`src/rtl/mem_arbiter.sv`:
```
// Multi-channel byte-bus memory arbiter: round-robin grant, little-endian byte
// serialisation, read reassembly, IO back-pressure, bus pause and read abort.
module mem_arbiter #(
  parameter int         NCH   = 2,
  parameter logic [1:0] IO_HI = 2'b11
) (
  input  logic                  clk_in,
  input  logic                  rst_n_in,
  input  logic                  rdy_in,
  input  logic [NCH-1:0]        req_valid,
  input  logic [NCH-1:0]        req_we,
  input  logic [NCH-1:0][1:0]   req_size,
  input  logic [NCH-1:0][31:0]  req_addr,
  input  logic [NCH-1:0][31:0]  req_wdata,
  input  logic [NCH-1:0]        abort_in,
  output logic [NCH-1:0]        req_ready,
  output logic [NCH-1:0]        resp_valid,
  output logic [31:0]           resp_rdata,
  input  logic [7:0]            mem_din,
  output logic [7:0]            mem_dout,
  output logic [31:0]           mem_a,
  output logic                  mem_wr,
  input  logic                  io_buffer_full
);

  localparam int PW = (NCH > 1) ? $clog2(NCH) : 1;

  typedef enum logic [1:0] {IDLE, XFER, RESP} state_t;

  typedef struct packed {
    logic        we;
    logic [1:0]  last;   // index of final byte: 0, 1 or 3
    logic [31:0] addr;
    logic [31:0] wdata;
  } req_t;

  state_t          state, state_nx;
  req_t            cur;
  logic [PW-1:0]   ptr, owner, gnt, cand;
  logic [NCH-1:0]  elig;
  logic            found;
  logic [2:0]      iss;       // next byte to issue (reads may run one past last)
  logic            cap_vld;   // a read byte is due on mem_din this cycle
  logic [1:0]      cap_idx;   // which byte that is
  logic [31:0]     rdata;
  logic [31:0]     byte_a;
  logic            io_stall;
  logic            issue;

  function automatic logic [1:0] last_of(input logic [1:0] sz);
    case (sz)
      2'b00:   return 2'd0;
      2'b01:   return 2'd1;
      default: return 2'd3;  // 11 is treated as a word
    endcase
  endfunction

  assign elig     = req_valid & ~abort_in;
  assign byte_a   = cur.addr + {29'd0, iss};
  assign io_stall = cur.we && (byte_a[17:16] == IO_HI) && io_buffer_full;

  // Round-robin pick: first eligible channel at or after the pointer.
  always_comb begin
    found = 1'b0;
    gnt   = '0;
    cand  = '0;
    for (int o = 0; o < NCH; o++) begin
      cand = PW'((int'(ptr) + o) % NCH);
      if (!found && elig[cand]) begin
        found = 1'b1;
        gnt   = cand;
      end
    end
  end

  // FSM state register.
  always_ff @(posedge clk_in or negedge rst_n_in) begin
    if (!rst_n_in) state <= IDLE;
    else           state <= state_nx;
  end

  // Next state and bus/handshake outputs.
  always_comb begin
    state_nx   = state;
    req_ready  = '0;
    resp_valid = '0;
    resp_rdata = '0;
    mem_a      = '0;
    mem_dout   = '0;
    mem_wr     = 1'b0;
    issue      = 1'b0;
    case (state)
      IDLE: begin
        if (rdy_in && found && rst_n_in) begin
          req_ready[gnt] = 1'b1;
          state_nx       = XFER;
        end
      end
      XFER: begin
        if (cur.we) begin
          mem_a    = byte_a;
          mem_dout = cur.wdata[{iss[1:0], 3'b000} +: 8];
          mem_wr   = rdy_in && !io_stall;
          if (mem_wr && iss[1:0] == cur.last) state_nx = RESP;
        end else begin
          issue = (iss <= {1'b0, cur.last});
          if (issue) mem_a = byte_a;
          if (rdy_in) begin
            if (abort_in[owner])                         state_nx = IDLE;
            else if (cap_vld && cap_idx == cur.last)     state_nx = RESP;
          end
        end
      end
      RESP: begin
        if (rdy_in) begin
          resp_valid[owner] = 1'b1;
          resp_rdata        = cur.we ? 32'd0 : rdata;
          state_nx          = IDLE;
        end
      end
      default: state_nx = IDLE;
    endcase
  end

  // Request latch, byte counters, read assembly and round-robin pointer.
  always_ff @(posedge clk_in or negedge rst_n_in) begin
    if (!rst_n_in) begin
      ptr     <= '0;
      owner   <= '0;
      cur     <= '0;
      iss     <= '0;
      cap_vld <= 1'b0;
      cap_idx <= '0;
      rdata   <= '0;
    end else if (!rdy_in) begin
      // Data due during a pause is lost: rewind so the byte is re-addressed.
      if (state == XFER && !cur.we && cap_vld) begin
        iss     <= {1'b0, cap_idx};
        cap_vld <= 1'b0;
      end
    end else begin
      case (state)
        IDLE: begin
          if (found) begin
            owner     <= gnt;
            ptr       <= (gnt == PW'(NCH - 1)) ? '0 : gnt + 1'b1;
            cur.we    <= req_we[gnt];
            cur.last  <= last_of(req_size[gnt]);
            cur.addr  <= req_addr[gnt];
            cur.wdata <= req_wdata[gnt];
            iss       <= '0;
            cap_vld   <= 1'b0;
            rdata     <= '0;
          end
        end
        XFER: begin
          if (cur.we) begin
            if (mem_wr) iss <= iss + 3'd1;
          end else begin
            if (issue) iss <= iss + 3'd1;
            cap_vld <= issue;
            cap_idx <= iss[1:0];
            if (cap_vld) rdata[{cap_idx, 3'b000} +: 8] <= mem_din;
          end
        end
        default: ;
      endcase
    end
  end

endmodule

```
`config.mk`:
```
export PLATFORM = sky130hd
export DESIGN_NAME = mem_arbiter
export DESIGN_NICKNAME = d
export VERILOG_FILES = /design/src/rtl/mem_arbiter.sv
export SDC_FILE = /design/constraint.sdc
export NUM_CORES = 1
export LEC_CHECK = 0
export ABC_AREA = 1
export ABC_CLOCK_PERIOD_IN_PS = 5300
export BUFFER_PORTS_ARGS = -buffer_cell sky130_fd_sc_hd__buf_4
export CAP_MARGIN = 20
export CORE_UTILIZATION = 45
export DETAILED_ROUTE_END_ITERATION = 8
export PLACE_DENSITY_LB_ADDON = 0.25
export SLEW_MARGIN = 0
export SYNTH_ARGS = -nofsm -noshare
export SYNTH_HDL_FRONTEND = slang
export SYNTH_SLANG_ARGS = --single-unit
```
`constraint.sdc`:
```
create_clock -name clk_in -period 5.3 [get_ports clk_in]
set_input_delay 1.06 -clock clk_in [delete_from_list [all_inputs] [get_ports clk_in]]
set_output_delay 1.06 -clock clk_in [all_outputs]
set_load 0.02 [all_outputs]
```
Word-level counts from Yosys, hierarchy flattened
Cells that the tools add are included.

Add/sub/neg operators: 5. Magnitude comparators: 7. Equal/unequal tests: 19. Shift-type cells: 3. Mux-type cells: 65. Bitwise logic cells: 3. Reductions and logical operators: 25.

Operators with widths (number): two-way mux 32 bit (13); one-hot mux 32 bit (2 select lines) (1); adder 32 x 3 -> 32 bit (1); bitwise mux 32 bit (1); variable shift 8 x 7 -> 32 bit, first input constant (1); variable part select 32 x 6 -> 8 bit (1); variable part select 8 x 7 -> 32 bit (1); two-way mux 2 bit (13); two-way mux 1 bit (23); two-way mux 3 bit (6); two-way mux 8 bit (2); AND reduction 5 bit (3); logical AND 1 bit (12); != test 3 bit, second input constant (4); != test 4 bit, second input constant (3); != test 2 bit, second input constant (5); < comparator 1 x 2 -> 1 bit, second input constant (4); negation 5 -> 7 bit (1); one-hot mux 2 bit (3 select lines) (1); one-hot mux 3 bit (2 select lines) (1); AND reduction 3 bit (2); == test 2 x 1 -> 1 bit, second input constant (2); == test 2 bit (2); == test 2 bit, second input constant (2); 15 further kinds (22).

Register bits: 109. Input bits: 150. Output and inout bits: 77. Logic and storage cells: 138.

Depth between registers and ports, before layout
Gate-level depths: netlist of the first run.

Depth after elaboration: 14. Mapped depth: 14. Depth with buffers taken out: 14.

Worst setup path before layout of the first run
OpenSTA, ideal clock, no wires.

Path kind: input to output. Start point: input abort_in[1]. End point: output req_ready[1]. Data arrival time: 2.246 ns. Data required time: 4.240 ns. Slack: 1.994 ns. Cell stages on the path: 8. Path buffers: 1. Cell sequence: inv_1 nand2_1 nand2_1 nand2_1 nor3_4 nand3_1 clkbuf_1 nor2_1.

Longest elaborated chain between the ends: 14. Elaborated cells between the ends (all ways): 21. Those cells by class: order compare: 2; mux: 12; bitwise: 2; reduce/logical: 5.

Ends and longest elaborated chain: start, declared (RTL line 15) `input logic [NCH-1:0] abort_in,`; NOT 2 bit (*) (RTL line 58) `assign elig = req_valid & ~abort_in;`; AND 2 bit (*) (RTL line 58); two-way mux 1 bit (implied by the code) (2 in a row) (RTL line 69) `if (!found && elig[cand]) begin`; two-way mux 1 bit (RTL line 69); zero test 1 bit (RTL line 69); logical AND 1 bit (RTL line 69); two-way mux 1 bit (RTL line 69); < comparator 1 x 2 -> 1 bit (implied by the code) / greater-or-equal comparator 1 bit (equally long branches) (RTL line 95) `req_ready[gnt] = 1'b1;`; logical AND 1 bit (implied by the code) (RTL line 95); two-way mux 1 bit (implied by the code) (RTL line 95); demux 1 bit (select 1 bit) (RTL line 95); two-way mux 2 bit (*) (RTL line 94) `if (rdy_in && found && rst_n_in) begin`; two-way mux 2 bit (*) (RTL line 92) `case (state)`; end, declared (RTL line 16) `output logic [NCH-1:0] req_ready,`.

Every way passes the cells marked *; elsewhere a longest branch is shown, timed or not. The select of a mux whose other input is x is not followed.

Worst setup path in the final report of the first run
Start point: register iss[0]. End point: output mem_a[10].

Longest elaborated chain between the ends: 4. Elaborated cells between the ends (all ways): 5. Those cells by class: add/sub: 1; order compare: 1; mux: 3.

Ends and longest elaborated chain: start, declared (RTL line 42) `logic [2:0] iss;`; start signal, assigned (RTL line 138) `iss <= {1'b0, cap_idx};`; start signal, assigned (RTL line 158) `if (mem_wr) iss <= iss + 3'd1;`; start signal, assigned (RTL line 160) `if (issue) iss <= iss + 3'd1;`; adder 32 x 3 -> 32 bit / <= comparator 3 x 2 -> 1 bit (equally long branches) (RTL line 59, 106); two-way mux 32 bit (RTL line 107) `if (issue) mem_a = byte_a;`; two-way mux 32 bit (*) (RTL line 100) `if (cur.we) begin`; two-way mux 32 bit (*) (RTL line 92); end, declared (RTL line 21) `output logic [31:0] mem_a,`.

Every way passes the cells marked *; elsewhere a longest branch is shown, timed or not.

==> results of run 1 <==
[power by group]
part	switching, mW	internal (mW)	total (mW)
combinational	1.18	0.696	1.87
sequential	0.336	1.15	1.48
clock	0.314	0.392	0.707
[logic make-up after synthesis]
family	count (synthesis)
AO/OA/AOI/OAI	113
XOR/XNOR	9
buffers and inverters	151
adder cells (fa/ha/maj)	11
flip-flops	109
multiplexers	1
AND/OR/NAND/NOR	553
[layout by cell type, fill, tap and decap left out, types with 3 or more instances in the layout]
cell and n:
sky130_fd_sc_hd__nor2_4 3, sky130_fd_sc_hd__a31oi_1 3, sky130_fd_sc_hd__o21ai_1 15, sky130_fd_sc_hd__nor2_1 107, sky130_fd_sc_hd__o21ai_0 38, sky130_fd_sc_hd__xor2_1 5
sky130_fd_sc_hd__o221ai_1 11, sky130_fd_sc_hd__o31ai_1 11, sky130_fd_sc_hd__inv_1 86, sky130_fd_sc_hd__ha_1 10, sky130_fd_sc_hd__nand3_1 151, sky130_fd_sc_hd__o22ai_1 3
sky130_fd_sc_hd__nor2_2 3, sky130_fd_sc_hd__inv_2 7, sky130_fd_sc_hd__nor3_1 32, sky130_fd_sc_hd__nand2_2 3, sky130_fd_sc_hd__nand4_1 65, sky130_fd_sc_hd__buf_4 233
sky130_fd_sc_hd__nand2_1 178, sky130_fd_sc_hd__xnor2_1 4, sky130_fd_sc_hd__clkbuf_16 9, sky130_fd_sc_hd__dfrtp_1 109, sky130_fd_sc_hd__a21oi_1 24, sky130_fd_sc_hd__nor4_1 3
[final cells by class]
type | instances | area (um2)
Fill cell | 1397 | 5750
Multi-Input combinational cell | 687 | 3470
Sequential cell | 109 | 2730
Timing Repair Buffer | 233 | 1750
Inverter | 94 | 355
Clock buffer | 11 | 253
Tap cell | 184 | 230
Clock inverter | 5 | 58.8
[registers in the layout, summed over array words and instances (netlist names)]
name	flops
cap_vld	1
rdata	32
cur	67
ptr	1
state	2
owner	1
iss	3
cap_idx	2
[how the worst min path moves through the flow]
stage | from | end | slack, ns | cells past startpoint
floorplan | rdata[10] | rdata[10] | 0.45 | 2
global placement | rdata[31] | rdata[31] | 0.47 | 2
detailed placement | rdata[27] | rdata[27] | 0.47 | 2
CTS | rdata[10] | rdata[10] | 0.49 | 2
global route | rdata[27] | rdata[27] | 0.50 | 2
finish | rdata[10] | rdata[10] | 0.48 | 2
[per-layer routing]
| metal | part of all wire, % | wire, um | global-route usage [%] |
|---|---|---|---|
| met4 | 2.0 | 426 | 9.21 |
| met2 | 46 | 9560 | 42.0 |
| met5 | 0 | 0 | 0 |
| met1 | 44 | 9260 | 37.8 |
| met3 | 7.9 | 1650 | 4.68 |
[critical path, cell delays in order (launching register included)]
cell and delay, ns:
sky130_fd_sc_hd__dfrtp_1 0.76, sky130_fd_sc_hd__inv_1 0.38, sky130_fd_sc_hd__ha_1 0.39, sky130_fd_sc_hd__nand2_1 0.07, sky130_fd_sc_hd__o21ai_0 0.12, sky130_fd_sc_hd__nand2_1 0.14, sky130_fd_sc_hd__nand2_1 0.08, sky130_fd_sc_hd__nand2_1 0.48
sky130_fd_sc_hd__inv_1 0.45, sky130_fd_sc_hd__o21ai_0 0.14, sky130_fd_sc_hd__a21oi_1 0.15, sky130_fd_sc_hd__buf_4 0.17
[metrics by stage]
| step | utilization, % | setup slack, ns | instances | instance area, um2 | total power, mW |
|---|---|---|---|---|---|
| after global placement | 58.5 | 1.11 | 1307 | 8530 | 3.33 |
| final | 60.6 | 0.533 | 1323 | 8840 | 4.06 |
| after detailed placement | 58.5 | 0.943 | 1307 | 8530 | 3.35 |
| after CTS | 60.6 | 0.551 | 1323 | 8840 | 4.07 |
| after global routing | 60.6 | 0.189 | 1323 | 8840 | 4.37 |
| after floorplan | - | 1.99 | 947 | 6780 | 2.70 |
==> results.md, run 1 <==
- status: complete, no violations
- portion of synthesized cell area occupied by the leading cell type: 40.3%
- Starting Density: 46.4%
- Register-to-Register Path Depth: 6
- Routed Wire Length: 20900 um
- Total Neg Setup Slack: 0 ns
- leakage component of the power: 4.28 nW
- detailed-router iteration count before antenna repair: 5
- top flip-flop cell by instance count after synthesis: sky130_fd_sc_hd__dfrtp_1
- post-synthesis share of cell area spent on full adders, half adders and majority gates: 2.14%
- total number of clock tree sinks: 109
- measured slew at the worst slew-check pin: 0.958 ns
- share of synthesized cell area in and, or, nand and nor gates: 37.8%
- r2r startpoint: state[0]
- biggest area contributors in the synthesized netlist: sky130_fd_sc_hd__dfrtp_1, sky130_fd_sc_hd__nand3_1, sky130_fd_sc_hd__nand2_1, sky130_fd_sc_hd__nand4_1, sky130_fd_sc_hd__nor2_1
- Clock Skews: 0.00822 ns
- count of maximum capacitance violations: 0
- number of standard cells after synthesis: 947
- worst hold slack: 0.485 ns
- chip width: 125 um
- Final #Nets: 1295
- type of the setup path with the least slack: reg -> out
- final count of negative-setup-slack endpoints: 0
- clock root buffer master: sky130_fd_sc_hd__clkbuf_16
- unrepaired setup endpoints after global routing: no
- insertion delay of the later-clocked pin in the worst-skew pair: 0.36 ns
- maximum fanout count along the critical path: 23
- Worst IR Drop VDD: 243 uV
- class of the tightest hold or removal check: reg -> reg
- worst path required time: 4.24 ns
- number of enable-type register cells in the synthesized netlist: 0
- Final Max Tran Viols: 0
- total of hold buffers inserted after clock tree synthesis: 0
- share of the clock period used by the worst path: 89.9%
- number of port buffers: 226
- GRT overflow: 0
- most frequent cell after synthesis: sky130_fd_sc_hd__nand2_1
- crit path launch type: flop
- share of the yosys chip area belonging to registers: 40.3%
- violation count after the first detailed-routing iteration: 508
- die boundary height: 125 um
- mux cell area share after synthesis: 0.148%
- Rel. slew slack: 36.1%
- clock buffers created by TritonCTS: 9
- synthesized area divided by synthesized cell count: 7.16 um2
- number of warnings reported in the yosys synthesis log: 0
- number of top-level pins: 227
- origin of the worst setup path: iss[0]
- number of register bits inferred by synthesis: 109
- share of layout cells above drive strength 1: 24.0%
- power density over the cells: 459 mW/mm2
- CP Data Arrival Time: 3.71 ns
- gr usage total: 27.0%
- final worst path period need: 4.77 ns
- number of H-tree levels: 3
- Cell variety after synth: 39
- synthesized netlist net count: 1108
- synthesized-area fraction occupied by xor and xnor cells: 1.16%
- number of nets still failing antenna checks after routing: 0
- Final GP Congestion: 0.947
- standard-cell rows: 44
- endpoint of the most critical register-to-register path: cur[4]
- post-synthesis async set-or-reset flop share: 100%
- Max Clock Freq: 0.210 GHz
- largest area contributor in the netlist: sky130_fd_sc_hd__dfrtp_1
- clock tree buffer depth: 2
- CTS tree: yes
- Clk pin slew, worst setup/hold paths: 0.07 ns
- relative area change from synthesis to final layout: 30.5%
- Inserted Diodes: 0
- number of global-route vias before repair: 6661
- Cell Area, Synth: 0.00678 mm2
- Via density: 5.53
- antenna violations before repair: 0
- most frequent cells after synthesis: sky130_fd_sc_hd__nand2_1, sky130_fd_sc_hd__nand3_1, sky130_fd_sc_hd__dfrtp_1, sky130_fd_sc_hd__nor2_1, sky130_fd_sc_hd__inv_1
- total die area: 0.0156 mm2
- dominant combinational cell family by area after synthesis: simple AND/OR/NAND/NOR gates
- post-CTS setup buffers: 0
- last element of the critical path: mem_a[10]
- global-route wire length before repair: 33900 um
- hold violation total from the final report: 0
- capturing element type of the critical path: output port
- area fraction in compound gates after synthesis: 9.84%
- number of remaining DRC errors: 0
- detailed-route wire length per cell: 15.8 um
- reg2reg setup slack: 2.38 ns
- final HPWL from detailed placement: 15200 um
- core area: 0.0146 mm2
- number of cells upsized or downsized after cts: 0
- total via count in the routed design: 7318
- maximum number of pins on one net before global-route repair: 87
No activity file was read; power rests on OpenSTA's default activity.
==> inputs of run 2 (changes only) <==
- PLACE_DENSITY: not set -> 0.77
- PLACE_DENSITY_LB_ADDON: 0.25 -> not set
==> results.md, run 2 (synthesis results as in run 1) <==
- maximum number of pins on one net before global-route repair: 117, was 87
- final cell count without fillers: 1322, was 1323
- number of port buffers: 226, unchanged
- total die area: 0.0156 mm2, unchanged
- detailed-route wire length per cell: 16.3 um, was 15.8 um
- CTS tree: yes, unchanged
- register bank with the most flops: cur, unchanged
- measured slew at the worst slew-check pin: 1.08 ns, was 0.958 ns
- Starting Density: 46.4%, unchanged
- gr usage total: 27.7%, was 27.0%
- top library cells by usage in the layout, fill and taps aside: sky130_fd_sc_hd__buf_4, sky130_fd_sc_hd__nand2_1, sky130_fd_sc_hd__nand3_1, sky130_fd_sc_hd__dfrtp_1, sky130_fd_sc_hd__nor2_1, unchanged
- final standard cell area without fillers: 0.00884 mm2, about the same
- maximum fanout count along the critical path: 23, unchanged
- capturing element type of the critical path: output port, unchanged
- crit path launch type: flop, unchanged
- detailed-router iteration count before antenna repair: 6, was 5
- standard-cell rows: 44, unchanged
- CP Data Arrival Time: 3.23 ns, was 3.71 ns
- clock tree buffer depth: 2, unchanged
- Total Neg Setup Slack: 0 ns, unchanged
- type of the setup path with the least slack: reg -> out, unchanged
- final count of negative-setup-slack endpoints: 0, unchanged
- violation count after the first detailed-routing iteration: 591, was 508
- leakage component of the power: 4.28 nW, about the same
- overall power after layout: 4.10 mW, was 4.06 mW
- share of layout cells above drive strength 1: 23.8%, was 24.0%
- worst hold slack: 0.489 ns, was 0.485 ns
- chip width: 125 um, unchanged
- status: complete, no violations, unchanged
- commonest non-fill, non-tap cell in the layout: sky130_fd_sc_hd__buf_4, unchanged
- Final Max Tran Viols: 0, unchanged
- pre-CTS setup slack: 1.15 ns, was 0.943 ns
- count of maximum capacitance violations: 0, unchanged
- Worst IR Drop VDD: 226 uV, was 243 uV
- power density over the cells: 463 mW/mm2, was 459 mW/mm2
- global-route wire length before repair: 34600 um, was 33900 um
- Cell Count Post-Placement: 1307, unchanged
- total number of clock tree sinks: 109, unchanged
- final cell utilization of the core: 60.6%, about the same
- share of the clock period used by the worst path: 80.9%, was 89.9%
- final HPWL from detailed placement: 15700 um, was 15200 um
- Final #Nets: 1295, unchanged
- insertion delay of the later-clocked pin in the worst-skew pair: 0.36 ns, about the same
- Clock Skews: 0.00742 ns, was 0.00822 ns
- class of the tightest hold or removal check: reg -> reg, unchanged
- largest registers in the final layout: cur (67), rdata (32), iss (3), unchanged
- Routed Wire Length: 21600 um, was 20900 um
- Max Clock Freq: 0.233 GHz, was 0.210 GHz
- hold violation total from the final report: 0, unchanged
- Final GP Congestion: 0.903, was 0.947
- number of remaining DRC errors: 0, unchanged
- relative area change from synthesis to final layout: 30.5%, about the same
- die boundary height: 125 um, unchanged
- Via density: 5.60, was 5.53
- number of global-route vias before repair: 6721, was 6661
- GRT overflow: 0, unchanged
- Largest register FFs: 67, unchanged
- unrepaired setup endpoints after global routing: no, unchanged
- antenna violations before repair: 0, unchanged
- clock root buffer master: sky130_fd_sc_hd__clkbuf_16, unchanged
- Inserted Diodes: 0, unchanged
- Clk pin slew, worst setup/hold paths: 0.07 ns, about the same
- number of nets still failing antenna checks after routing: 0, unchanged
- number of cells upsized or downsized after cts: 0, unchanged
- Rel. slew slack: 28.3%, was 36.1%
- clock buffers created by TritonCTS: 9, unchanged
- final worst path period need: 4.29 ns, was 4.77 ns
- number of H-tree levels: 3, unchanged
- post-layout worst setup margin: 1.01 ns, was 0.533 ns
- DP Area: 0.00853 mm2, unchanged
- number of top-level pins: 227, unchanged
- worst path required time: 4.24 ns, about the same
- total via count in the routed design: 7399, was 7318
- core area: 0.0146 mm2, unchanged
- total of hold buffers inserted after clock tree synthesis: 0, unchanged
- post-CTS setup buffers: 0, unchanged
-- run 2: changes by cell type in the layout (fill, tap and decap cells not counted) --
cell,change
sky130_fd_sc_hd__clkbuf_8,-2
sky130_fd_sc_hd__clkinv_2,-1
sky130_fd_sc_hd__clkbuf_1,+1
sky130_fd_sc_hd__bufinv_16,+1
sky130_fd_sc_hd__inv_6,+1
sky130_fd_sc_hd__clkinvlp_4,-1
-- run 2: layout make-up --
| class | instances | area (um2) |
|---|---|---|
| inverter | 94 | 355 |
| fill | 1351 | 5740 |
| clock inverter | 5 | 85.1 |
| clock buffer | 10 | 229 |
| sequential | 109 | 2730 |
| timing repair buffer | 233 | 1750 |
| tap | 184 | 230 |
| multi-input combinational | 687 | 3470 |
-- run 2: critical path: stages (launching register included) --
cell and delay [ns]:
sky130_fd_sc_hd__dfrtp_1 0.68, sky130_fd_sc_hd__ha_1 0.34, sky130_fd_sc_hd__inv_1 0.05, sky130_fd_sc_hd__nor2_1 0.03, sky130_fd_sc_hd__o21ai_0 0.19, sky130_fd_sc_hd__nand2_1 0.12, sky130_fd_sc_hd__nand2_1 0.08, sky130_fd_sc_hd__nand2_1 0.48
sky130_fd_sc_hd__inv_1 0.45, sky130_fd_sc_hd__o21ai_0 0.14, sky130_fd_sc_hd__a21oi_1 0.14, sky130_fd_sc_hd__buf_4 0.16
-- run 2: final timing paths --
kind                       startpoint        end  slack, ns  cells past startpoint
hold reg to reg              rdata[1]   rdata[1]       0.49                      2
setup reg to reg             state[1]    cur[23]       2.74                      4
setup / recovery               iss[1]  mem_a[10]       1.01                     11
max in group asynchronous    rst_n_in    cur[57]       3.31                      2
hold / removal               rdata[1]   rdata[1]       0.49                      2
min in group asynchronous    rst_n_in   rdata[7]       0.67                      1
-- run 2: routing by layer --
metal  track usage (%)  routed length (um)  up-vias
met3              6.79                1710       32
li1                  -                   -     3605
met2              43.3                9800      318
met4              9.14                 582        0
met5                 0                   0        -
met1              37.5                9470     3444
-- run 2: power breakdown --
group,internal [mW],switching (mW)
Sequential,1.15,0.321
Clock,0.415,0.313
Combinational,0.698,1.21
==> inputs of run 3 (changes only) <==
- ABC_AREA: 1 -> 0
- ABC_CLOCK_PERIOD_IN_PS: 5300 -> 4070
- clock period: 5.3 -> 4.07 ns (I/O delays scaled with it)
==> results.md, run 3 <==
- status: complete, no violations, unchanged
- Max stage delay cell, worst path: sky130_fd_sc_hd__or4_1, was sky130_fd_sc_hd__dfrtp_1
- die boundary height: 121 um, was 125 um
- number of port buffers: 226, unchanged
- share of the yosys chip area belonging to registers: 42.7%, was 40.3%
- maximum number of pins on one net before global-route repair: 138, was 117
- measured slew at the worst slew-check pin: 0.948 ns, was 1.08 ns
- Final Max Tran Viols: 0, unchanged
- final HPWL from detailed placement: 12300 um, was 15700 um
- top flip-flop cell by instance count after synthesis: sky130_fd_sc_hd__dfrtp_1, unchanged
- largest registers in the final layout: cur (67), rdata (32), iss (3), unchanged
- Rel. slew slack: 36.8%, was 28.3%
- Via density: 5.27, was 5.60
- Total Neg Setup Slack: 0 ns, unchanged
- antenna violations before repair: 0, unchanged
- number of top-level pins: 227, unchanged
- Routed Wire Length: 16300 um, was 21600 um
- share of layout cells above drive strength 1: 29.0%, was 23.8%
- CP Data Arrival Time: 2.87 ns, was 3.23 ns
- register bank with the most flops: cur, unchanged
- area of the multi-input gates: 0.00347 mm2, about the same
- core area: 0.0139 mm2, was 0.0146 mm2
- type of the setup path with the least slack: reg -> out, unchanged
- global-route wire length before repair: 26400 um, was 34600 um
- gr usage total: 23.1%, was 27.7%
- synthesized netlist net count: 871, was 1108
- insertion delay of the later-clocked pin in the worst-skew pair: 0.35 ns, was 0.36 ns
- unrepaired setup endpoints after global routing: no, unchanged
- commonest non-fill, non-tap cell in the layout: sky130_fd_sc_hd__buf_4, unchanged
- detailed-route wire length per cell: 14.9 um, was 16.3 um
- post-synthesis async set-or-reset flop share: 100%, unchanged
- hold violation total from the final report: 0, unchanged
- clock tree buffer depth: 2, unchanged
- Inserted Diodes: 0, unchanged
- clock root buffer master: sky130_fd_sc_hd__clkbuf_16, unchanged
- violation count after the first detailed-routing iteration: 333, was 591
- Largest register FFs: 67, unchanged
- Clock Skews: 0.00495 ns, was 0.00742 ns
- synthesized area divided by synthesized cell count: 9.00 um2, was 7.16 um2
- number of H-tree levels: 3, unchanged
- total number of clock tree sinks: 109, unchanged
- r2r startpoint: iss[2], was state[1]
- most frequent cells after synthesis: sky130_fd_sc_hd__nor2_1, sky130_fd_sc_hd__dfrtp_1, sky130_fd_sc_hd__nand2_1, sky130_fd_sc_hd__a21oi_1, sky130_fd_sc_hd__mux2i_1, was sky130_fd_sc_hd__nand2_1, sky130_fd_sc_hd__nand3_1, sky130_fd_sc_hd__dfrtp_1, sky130_fd_sc_hd__nor2_1, sky130_fd_sc_hd__inv_1
- number of cells upsized or downsized after cts: 0, unchanged
- Worst IR Drop VDD: 349 uV, was 226 uV
- class of the tightest hold or removal check: in -> async, was reg -> reg
- chip width: 121 um, was 125 um
- number of standard cells after synthesis: 710, was 947
- biggest area contributors in the synthesized netlist: sky130_fd_sc_hd__dfrtp_1, sky130_fd_sc_hd__mux2i_1, sky130_fd_sc_hd__nor2_1, sky130_fd_sc_hd__a21oi_1, sky130_fd_sc_hd__nand2_1, was sky130_fd_sc_hd__dfrtp_1, sky130_fd_sc_hd__nand3_1, sky130_fd_sc_hd__nand2_1, sky130_fd_sc_hd__nand4_1, sky130_fd_sc_hd__nor2_1
- number of warnings reported in the yosys synthesis log: 0, unchanged
- Final GP Congestion: 0.818, was 0.903
- origin of the worst setup path: cur[37], was iss[1]
- crit-path leading delay family: simple AND/OR/NAND/NOR gates, unchanged
- total die area: 0.0147 mm2, was 0.0156 mm2
- CTS tree: yes, unchanged
- Cell Area, Synth: 0.00639 mm2, was 0.00678 mm2
- footprint of the flip-flops and latches: 0.00273 mm2, unchanged
- CP Buf/Inv Count: 1, was 3
- GRT overflow: 0, unchanged
- Max Clock Freq: 0.271 GHz
- capturing element type of the critical path: output port, unchanged
- maximum fanout count along the critical path: 6, was 23
- number of global-route vias before repair: 5390, was 6721
- clock buffers created by TritonCTS: 9, unchanged
- number of enable-type register cells in the synthesized netlist: 0, unchanged
- detailed-router iteration count before antenna repair: 4, was 6
- total of hold buffers inserted after clock tree synthesis: 0, unchanged
- most frequent cell after synthesis: sky130_fd_sc_hd__nor2_1, was sky130_fd_sc_hd__nand2_1
- Final #Nets: 1074, was 1295
- Starting Density: 46.0%, was 46.4%
- leakage component of the power: 3.95 nW, was 4.28 nW
- worst path required time: 3.26 ns, was 4.24 ns
- number of remaining DRC errors: 0, unchanged
- slowest stage delay, CP: 0.73 ns, was 0.68 ns
- final count of negative-setup-slack endpoints: 0, unchanged
- Fillers: 1238, was 1351
- number of nets still failing antenna checks after routing: 0, unchanged
- post-CTS setup buffers: 0, unchanged
- final standard cell area without fillers: 0.00856 mm2, was 0.00884 mm2
- total via count in the routed design: 5778, was 7399
- relative area change from synthesis to final layout: 34.0%, was 30.5%
- number of register bits inferred by synthesis: 109, unchanged
- Clk pin slew, worst setup/hold paths: 0.07 ns, about the same
- share of the clock period used by the worst path: 90.6%
- DP Area: 0.00826 mm2, was 0.00853 mm2
- crit path launch type: flop, unchanged
- largest area contributor in the netlist: sky130_fd_sc_hd__dfrtp_1, unchanged
- standard-cell rows: 43, was 44
- count of maximum capacitance violations: 0, unchanged
- crit path cell chain: nand4_4 -> or4_1 -> nor4_2 -> nand4_1 -> xor2_1 -> nor2_1 -> buf_4, was ha_1 -> inv_1 -> nor2_1 -> o21ai_0 -> nand2_1 -> nand2_1 -> nand2_1 -> inv_1 -> o21ai_0 -> a21oi_1 -> buf_4
- top library cells by usage in the layout, fill and taps aside: sky130_fd_sc_hd__buf_4, sky130_fd_sc_hd__nor2_1, sky130_fd_sc_hd__dfrtp_1, sky130_fd_sc_hd__nand2_1, sky130_fd_sc_hd__a21oi_1, was sky130_fd_sc_hd__buf_4, sky130_fd_sc_hd__nand2_1, sky130_fd_sc_hd__nand3_1, sky130_fd_sc_hd__dfrtp_1, sky130_fd_sc_hd__nor2_1
- final worst path period need: 3.69 ns
- power density over the cells: 541 mW/mm2, was 463 mW/mm2
- Cell variety after synth: 53, was 39
- portion of synthesized cell area occupied by the leading cell type: 42.7%, was 40.3%
run 3: cell types whose count changed in the layout (fill, tap and decap cells not counted), moves of 10 or more:
cell / previous run / this run
sky130_fd_sc_hd__and3_1: 0 / 18
sky130_fd_sc_hd__nand3_1: 151 / 17
sky130_fd_sc_hd__inv_1: 86 / 13
sky130_fd_sc_hd__o31ai_1: 11 / 1
sky130_fd_sc_hd__o21ai_1: 15 / 5
sky130_fd_sc_hd__nand4_1: 65 / 2
sky130_fd_sc_hd__nor3_1: 32 / 4
sky130_fd_sc_hd__o221ai_1: 11 / 0
sky130_fd_sc_hd__xor2_1: 5 / 17
sky130_fd_sc_hd__nand2_1: 178 / 74
sky130_fd_sc_hd__a21oi_1: 24 / 73
sky130_fd_sc_hd__and2_1: 1 / 33
sky130_fd_sc_hd__mux2i_1: 1 / 67
run 3: path summary, 6_finish.rpt:
| path | endpoint | slack [ns] | depth (start not counted) |
|---|---|---|---|
| max in group asynchronous | cur[1] | 2.35 | 2 |
| min in group clk_in | rdata[24] | 0.47 | 2 |
| worst max register to register | iss[0] | 1.52 | 7 |
| worst min register to register | rdata[24] | 0.47 | 2 |
| worst max-delay path | mem_a[31] | 0.38 | 7 |
| worst min-delay path | rdata[29] | 0.41 | 1 |
run 3: through the flow:
stage               hold slack [ns]  setup slack [ns]  std cells  total power, mW  util (%)
finish                        0.410             0.384       1096             4.63      61.7
global route                  0.438             0.271       1096             4.97      61.7
CTS                           0.420             0.407       1096             4.66      61.7
detailed placement            0.462             0.788       1082             3.74      59.5
global placement              0.454             0.854       1082             3.70      59.5
floorplan                     0.442             0.872        710             3.05         -
run 3: final cells by class:
class	instances	area share, %
timing repair buffer	235	20.9
tap	180	2.63
inverter	13	0.570
clock inverter	4	0.877
sequential	109	31.9
clock buffer	10	2.67
multi-input combinational	545	40.5
run 3: cells by family after synthesis:
logic type / Yosys count / share of synthesized area [%]
AND/OR/NAND/NOR: 283 / 21.0
AO/OA/AOI/OAI: 146 / 13.3
flip-flops: 109 / 42.7
multiplexers: 76 / 13.5
buffers and inverters: 56 / 3.31
XOR/XNOR: 29 / 3.97
adder cells (fa/ha/maj): 11 / 2.27
run 3: worst reg2reg max path, stage by stage (launching register included):
cell and delay (ns):
sky130_fd_sc_hd__dfrtp_1 0.40, sky130_fd_sc_hd__ha_1 0.35, sky130_fd_sc_hd__a21o_1 0.19, sky130_fd_sc_hd__nor4b_1 0.51, sky130_fd_sc_hd__a31oi_1 0.25, sky130_fd_sc_hd__o22a_1 0.27, sky130_fd_sc_hd__a31oi_1 0.26, sky130_fd_sc_hd__o211ai_1 0.17
run 3: per-layer routing:
layer	part of all wire (%)	GRT usage [%]	vias to the layer above	wire, um
li1	-	-	2863	-
met4	1.3	6.25	0	217
met2	49	38.3	186	8010
met3	6.3	5.26	15	1030
met5	0	0	-	0
met1	43	30.2	2714	7020
run 3: power by group:
part           internal [mW]  total, mW  switching [mW]
logic                  0.883       1.92            1.04
clock network          0.532      0.905           0.373
registers               1.44       1.80           0.366
